## config.mk

```make
export PLATFORM = sky130hd
export DESIGN_NAME = alu_issue_ctrl
export DESIGN_NICKNAME = d
export VERILOG_FILES = /design/src/rtl/alu_issue_ctrl_pkg.sv /design/src/rtl/alu_issue_ctrl_fifo.sv /design/src/rtl/alu_issue_ctrl.sv
export SDC_FILE = /design/constraint.sdc
export NUM_CORES = 1
export LEC_CHECK = 0
export BUFFER_PORTS_ARGS = -buffer_cell sky130_fd_sc_hd__buf_2
export CAP_MARGIN = 0
export CORE_MARGIN = 5
export CORE_UTILIZATION = 50
export CTS_CLUSTER_DIAMETER = 120
export DETAILED_ROUTE_END_ITERATION = 10
export PLACE_DENSITY = 0.75
export SYNTH_ARGS = -nofsm -noshare
export SYNTH_HDL_FRONTEND = slang
export SYNTH_SLANG_ARGS = --single-unit
```

## constraint.sdc

```tcl
create_clock -name clock -period 2.53 [get_ports clock]
set_input_delay 0.506 -clock clock [delete_from_list [all_inputs] [get_ports clock]]
set_output_delay 0.506 -clock clock [all_outputs]
set_load 0.02 [all_outputs]
```

## src/rtl/alu_issue_ctrl_pkg.sv

```systemverilog
// -----------------------------------------------------------------------------
// alu_issue_ctrl_pkg
//   Shared ALU definitions used by the issue controller and its result FIFO:
//   data/opcode widths, the ALU opcode set and the legal-opcode predicate.
//   No ports (package).
// -----------------------------------------------------------------------------
package alu_issue_ctrl_pkg;

    localparam int WORD_SIZE   = 16;
    localparam int OPCODE_SIZE = 4;

    typedef enum logic [OPCODE_SIZE-1:0] {
        OP_NOT  = 4'd0,
        OP_AND  = 4'd1,
        OP_ANDI = 4'd2,
        OP_OR   = 4'd3,
        OP_XOR  = 4'd4,
        OP_ADD  = 4'd5,
        OP_ADDI = 4'd6,
        OP_SUB  = 4'd7,
        OP_COMP = 4'd8,
        OP_LT   = 4'd9,
        OP_EQ   = 4'd10
    } alu_op_e;

    // True for opcodes the ALU implements; encodings 11..15 are unused.
    function automatic logic is_legal_opcode(input logic [OPCODE_SIZE-1:0] op);
        logic legal;
        case (op)
            OP_NOT, OP_AND, OP_ANDI, OP_OR, OP_XOR, OP_ADD,
            OP_ADDI, OP_SUB, OP_COMP, OP_LT, OP_EQ: legal = 1'b1;
            default:                                legal = 1'b0;
        endcase
        return legal;
    endfunction

endpackage

```

## src/rtl/alu_issue_ctrl_fifo.sv

```systemverilog
// -----------------------------------------------------------------------------
// alu_result_fifo
//   In-order result queue, DEPTH entries of WIDTH bits, synchronous push/pop
//   with asynchronous active-low reset of the pointers and count.
// Ports:
//   clock, reset_n   clock, async active-low reset
//   push, push_entry write an entry (never while full)
//   pop              remove the head entry (only while valid)
//   valid            FIFO not empty
//   head             head entry; all-zero while empty
//   count            number of stored entries (0..DEPTH)
// -----------------------------------------------------------------------------
module alu_result_fifo #(
    parameter int DEPTH = 4,
    parameter int WIDTH = 8
) (
    input  logic                       clock,
    input  logic                       reset_n,
    input  logic                       push,
    input  logic [WIDTH-1:0]           push_entry,
    input  logic                       pop,
    output logic                       valid,
    output logic [WIDTH-1:0]           head,
    output logic [$clog2(DEPTH):0]     count
);
    localparam int PTR_W = $clog2(DEPTH);

    logic [WIDTH-1:0] mem [DEPTH];
    logic [PTR_W-1:0] wr_ptr;
    logic [PTR_W-1:0] rd_ptr;

    // Pointers wrap naturally because DEPTH is a power of two.
    always_ff @(posedge clock or negedge reset_n) begin
        if (!reset_n) begin
            wr_ptr <= '0;
            rd_ptr <= '0;
            count  <= '0;
        end else begin
            // NOTE: state registers use non-blocking assignments so every
            // flop samples the pre-edge values of its neighbours.
            if (push) wr_ptr <= wr_ptr + 1'b1;
            if (pop)  rd_ptr <= rd_ptr + 1'b1;
            case ({push, pop})
                2'b10:   count <= count + 1'b1;
                2'b01:   count <= count - 1'b1;
                default: count <= count;
            endcase
        end
    end

    // NOTE: the storage array has no reset; the head is forced to zero while
    // empty, so stale contents are never visible after reset.
    always_ff @(posedge clock) begin
        if (push) mem[wr_ptr] <= push_entry;
    end

    assign valid = (count != '0);
    assign head  = valid ? mem[rd_ptr] : '0;

    no_push_when_full: assert property (
        @(posedge clock) disable iff (!reset_n)
        !(push && (count == (PTR_W+1)'(DEPTH)))
    );

endmodule

```

## src/rtl/alu_issue_ctrl.sv

```systemverilog
// -----------------------------------------------------------------------------
// alu_issue_ctrl
//   Initiator side of the ALU interface. Accepts tagged ops on a valid/ready
//   channel, drives registered opcode/operands/enable to the ALU, captures the
//   ALU's registered result two edges later and returns results in order on a
//   tagged valid/ready channel through a credit-managed result FIFO.
// Ports:
//   clock, reset_n                       clock, async active-low reset
//   in_valid/in_ready                    op request handshake
//   in_opcode/in_op1/in_op2/in_tag       op payload; tag is returned unchanged
//   alu_enable/alu_opcode/alu_input1/2   registered ALU drive
//   alu_result                           ALU output, one edge after enable
//   res_valid/res_ready                  result handshake
//   res_data/res_tag/res_err             result payload (FIFO head)
// Configuration:
//   ALU_ILLEGAL_TRAP_EN  when defined, unknown opcodes bypass the ALU and
//                        return data 0 with res_err=1; otherwise res_err is 0.
// -----------------------------------------------------------------------------
module alu_issue_ctrl
    import alu_issue_ctrl_pkg::*;
#(
    parameter int RES_DEPTH = 4,
    parameter int TAG_W     = 4
) (
    input  logic                   clock,
    input  logic                   reset_n,
    input  logic                   in_valid,
    output logic                   in_ready,
    input  logic [OPCODE_SIZE-1:0] in_opcode,
    input  logic [WORD_SIZE-1:0]   in_op1,
    input  logic [WORD_SIZE-1:0]   in_op2,
    input  logic [TAG_W-1:0]       in_tag,
    output logic                   alu_enable,
    output logic [OPCODE_SIZE-1:0] alu_opcode,
    output logic [WORD_SIZE-1:0]   alu_input1,
    output logic [WORD_SIZE-1:0]   alu_input2,
    input  logic [WORD_SIZE-1:0]   alu_result,
    output logic                   res_valid,
    input  logic                   res_ready,
    output logic [WORD_SIZE-1:0]   res_data,
    output logic [TAG_W-1:0]       res_tag,
    output logic                   res_err
);
    localparam int CNT_W   = $clog2(RES_DEPTH) + 1;
    localparam int OCC_W   = CNT_W + 1;
    localparam int ENTRY_W = 1 + TAG_W + WORD_SIZE;

    logic                 accept;
    logic                 in_illegal;
    logic                 res_pop;
    logic                 s1_valid, s1_err;
    logic                 s2_valid, s2_err;
    logic [TAG_W-1:0]     s1_tag, s2_tag;
    logic [CNT_W-1:0]     fifo_count;
    logic [OCC_W-1:0]     occ_next;
    logic [WORD_SIZE-1:0] push_data;
    logic [ENTRY_W-1:0]   push_entry;
    logic [ENTRY_W-1:0]   head_entry;

    assign accept  = in_valid & in_ready;
    assign res_pop = res_valid & res_ready;

    // NOTE: default assigned first so no path leaves the signal unassigned
    // (which would infer a latch).
    always_comb begin
        in_illegal = 1'b0;
`ifdef ALU_ILLEGAL_TRAP_EN
        in_illegal = !is_legal_opcode(in_opcode);
`endif
    end

    // Credits in use after this edge: every accepted op holds a slot from
    // acceptance until it is popped, whether in s1, s2 or the FIFO. in_ready
    // is registered from that value, so res_ready never reaches it
    // combinationally and it reads 0 during reset.
    assign occ_next = OCC_W'(fifo_count) + OCC_W'(s1_valid) + OCC_W'(s2_valid)
                    + OCC_W'(accept) - OCC_W'(res_pop);

    always_ff @(posedge clock or negedge reset_n) begin
        if (!reset_n) begin
            in_ready   <= 1'b0;
            alu_enable <= 1'b0;
            alu_opcode <= '0;
            alu_input1 <= '0;
            alu_input2 <= '0;
            s1_valid   <= 1'b0;
            s1_err     <= 1'b0;
            s1_tag     <= '0;
            s2_valid   <= 1'b0;
            s2_err     <= 1'b0;
            s2_tag     <= '0;
        end else begin
            in_ready   <= (occ_next < OCC_W'(RES_DEPTH));
            // Trapped slots never start the ALU but still walk the pipeline
            // so they come back in order with the same latency.
            alu_enable <= accept & ~in_illegal;
            if (accept) begin
                alu_opcode <= in_opcode;
                alu_input1 <= in_op1;
                alu_input2 <= in_op2;
                s1_tag     <= in_tag;
                s1_err     <= in_illegal;
            end
            s1_valid <= accept;
            s2_valid <= s1_valid;
            s2_tag   <= s1_tag;
            s2_err   <= s1_err;
        end
    end

    assign push_data  = s2_err ? '0 : alu_result;
    assign push_entry = {s2_err, s2_tag, push_data};

    alu_result_fifo #(
        .DEPTH (RES_DEPTH),
        .WIDTH (ENTRY_W)
    ) u_result_fifo (
        .clock      (clock),
        .reset_n    (reset_n),
        .push       (s2_valid),
        .push_entry (push_entry),
        .pop        (res_pop),
        .valid      (res_valid),
        .head       (head_entry),
        .count      (fifo_count)
    );

    assign {res_err, res_tag, res_data} = head_entry;

endmodule
```

==> results by group <==
Timing
  – Final worst clock skew: 8.43 ps
  – Setup violators final: 0
  – Final hold viol count: 0
  – RSZ-0062 raised after global routing: yes
  – Fin crit period: roughly 2500 ps
  – Max-Slew Margin vs Limit: 50.3%
  – Final Max Slew Viols: 0
  – Slew @ Worst Pin: 745 ps
  – Tcrit/Tclk final: 99.4%
  – TNS Setup: 0 ps
  – Achievable Freq: 398 MHz

Clock tree
  – TritonCTS clock tree: yes
  – Post-CTS Hold Buffers: 0
  – CTS sink cnt: 134
  – Worst-skew pair later-pin latency: 490 ps
  – H-tree levels: 4
  – Clock slew at reported path FFs: 60 ps
  – Max clock buf depth: 2
  – TritonCTS buffer count: 17
  – Root Buffer: clkbuf_8

Synthesis
  – Post-Synth Simple-Gate Area: a little over 4%
  – Main combinational cell family by area after synthesis: multiplexers
  – Post-Syn Nets: 342
  – Post-synth top area share: 45.7%
  – Complex-gate fraction of the synthesized area: ~1.1%
  – Syn avg cell area: 19.3 µm²
  – Post-synthesis mux area share: 17.5%
  – Synth Register Bits: 134
  – Syn Std Cell Area: 5260 µm²
  – Synth Area in XOR/XNOR: under 10%
  – Seq/Total Area, Yosys: between 70% and 80%
  – Post-Synth Adder-Cell Area: 2.67%
  – Synth warn: 0
  – Top post-synthesis cells by area: edfxtp_1 46%, dfrtp_1 26%, mux4_2 7.7%
  – Unique cell type count in the Yosys netlist: 29
  – Cell taking the most area after synthesis: edfxtp_1
  – Mapped Cells: between 200 and 300

Final layout
  – Post-Layout Cell Count: 557
  – Post-layout util: 65.7%
  – Final net count: 478
  – Final instance area: slightly below 7000 µm²
  – Fill cells: 750
  – Register area: 3750 µm²
  – Antenna Cells: 0
  – Area Growth Syn to Fin: 28.6%
  – Multi-input gate area: 1420 µm²
  – Layout cell share with drive strength beyond 1: between 50% and 60%

Critical path
  – Worst EP required: 2020 ps
  – Critical Path Max Stage Delay: roughly 520 ps
  – Critical Path AT: between 2000 and 2500 ps
  – CP endpoint kind: primary output
  – CP max-delay cell: mux4_2
  – Crit-path max FO: 10
  – Type of origin of the critical path: flip-flop
  – Worst path cell trace: buf_16 > mux4_2 > and2_1 > buf_2
  – Family with the most delay on the worst path: multiplexers
  – WP buf/inv: 2
  – CP Class: flip-flop to primary output

Power
  – P_leak: 0.00278 µW
  – VDD IR-drop max: around 0.7 mV
  – Pwr Density: 1330 nW/µm²

Drt
  – Via Count: 2876
  – Final WL: 9860 µm
  – Post-route ant nets: 0
  – Wire length per cell: approximately 18 µm
  – DRT Pass-1 Iters: 5
  – Residual DRC: 0
  – DR vias/cell: slightly above 5
  – Initial DRC Count: about 110

Worst hold path
  – Worst min path class: input pin to asynchronous set/reset pin

Floorplan
  – CORE AREA: 10300 µm²
  – Row cnt: 37
  – Ports: 120
  – Die Span Y: 113 µm
  – Full die area: ~13000 µm²
  – Initial core utilization: 51.1%
  – DIE WIDTH: 113 µm

Global route
  – Vias in the first global route: between 3000 and 4000
  – Total GRT Usage: between 10% and 20%
  – First-pass GRT wire length: 16100 µm
  – Largest net degree at the start of global routing: 42
  – Initial antenna violation count: 0
  – GR Overflow Total: 0

Placement
  – Placer Congestion: 0.741
  – Placed inst area: about 6000 µm²
  – Placed insts: around 520
  – Hpwl dp: roughly 6400 µm
  – IO Port Bufs: roughly 120

Flow run
  – Max cap viols: 0

Run status
  – Status: complete, no violations
## flip-flops by register name, summed over array words and instances (netlist names)
register and cells:
s2_valid 1, in_ready 1, alu_input2 16, s1_tag 4, alu_opcode 4, alu_input1 16, s1_valid 1, u_result_fifo.wr_ptr 2
u_result_fifo.rd_ptr 2, u_result_fifo.count 3, u_result_fifo.mem 80, s2_tag 4
## cells in the final DEF (no fill, tap or decap), drive strengths merged
| cell | n |
|---|---|
| buf | 129 |
| edfxtp | 80 |
| dfrtp | 54 |
| mux2 | 40 |
| and2 | 25 |
| clkbuf | 23 |
| mux4 | 20 |
| inv | 9 |
| ha | 8 |
| clkinv | 5 |
| nand2 | 4 |
| xnor2 | 4 |
| xor2 | 3 |
| nor2b | 2 |
| nand3 | 2 |
| fa | 2 |
| bufinv | 2 |
| o31ai | 2 |
| or3 | 1 |
| or2 | 1 |
| a41o | 1 |
| mux2i | 1 |
| o21ai | 1 |
| a32oi | 1 |
| conb | 1 |
## metal layers
layer	part of all wire [%]	wire [µm]	GRT usage, %
met1	40	3970	20.2
met3	9.6	942	7.33
met4	1.2	119	5.53
met2	49	4830	25.4
met5	0	0	0
## cells in the mapped netlist
library cell,number
a32oi_2,1
a41o_1,1
and2_1,25
buf_2,7
buf_4,1
buf_6,2
clkbuf_1,3
conb_1,1
dfrtp_1,54
edfxtp_1,80
fa_1,2
ha_1,8
inv_1,6
mux2_1,6
mux2_2,34
mux2i_1,1
mux4_1,2
mux4_2,18
nand2_1,4
nand3_1,2
nor2b_1,2
o21ai_0,1
o31ai_1,1
o31ai_4,1
or2_2,1
or3_4,1
xnor2_1,4
xor2_1,2
xor2_2,1
## cells by family after synthesis
kind of cell    Yosys count
compound gates            5
xor+xnor                  7
fa+ha+maj                10
buf+inv                  19
flops                   134
mux                      61
other cells               1
simple gates             35
## power breakdown
group	internal [µW]	switching [µW]	total, µW
registers	2940	332	3270
logic	1640	1710	3350
clock network	1520	858	2380
## metrics by stage
step | setup WS [ps] | power [µW] | hold WS, ps
after detailed placement | 246 | 6320 | 361
after floorplan | 389 | 5330 | 210
final | 16.2 | 9000 | 77.6
after global placement | 335 | 6240 | 360
after CTS | -6.15 | 8810 | 75.7
after global routing | -74.0 | 9530 | 118
## timing repair
item | 4_1_cts | 5_1_grt
hold endpoints to repair | 0 | 0
buffers inserted | 1 | 0
endpoints found under the setup margin | 17 | 9
gates resized for setup | 3 | 32
cloned | 1 | 1
## area by class of cell
cell class	count	area share (%)
tap	136	2.52
clock inverter	10	1.74
sequential	134	55.6
inverter	6	0.333
timing repair buffer	130	11.8
multi-input combinational	119	21.0
clock buffer	22	7.02
## worst paths after layout
path	start	end	slack (ps)	depth (start not counted)
worst max-delay path	u_result_fifo.rd_ptr[0]	res_data[6]	20	4
worst min-delay path	reset_n	alu_input1[8]	80	1
worst max register to register	u_result_fifo.count[2]	in_ready	250	7
worst min register to register	s1_tag[2]	s2_tag[2]	370	0
max in group asynchronous	reset_n	alu_input2[4]	1800	2
min in group clock	alu_result[2]	u_result_fifo.mem[3][2]	230	1
(Power assumes the default switching activity.)
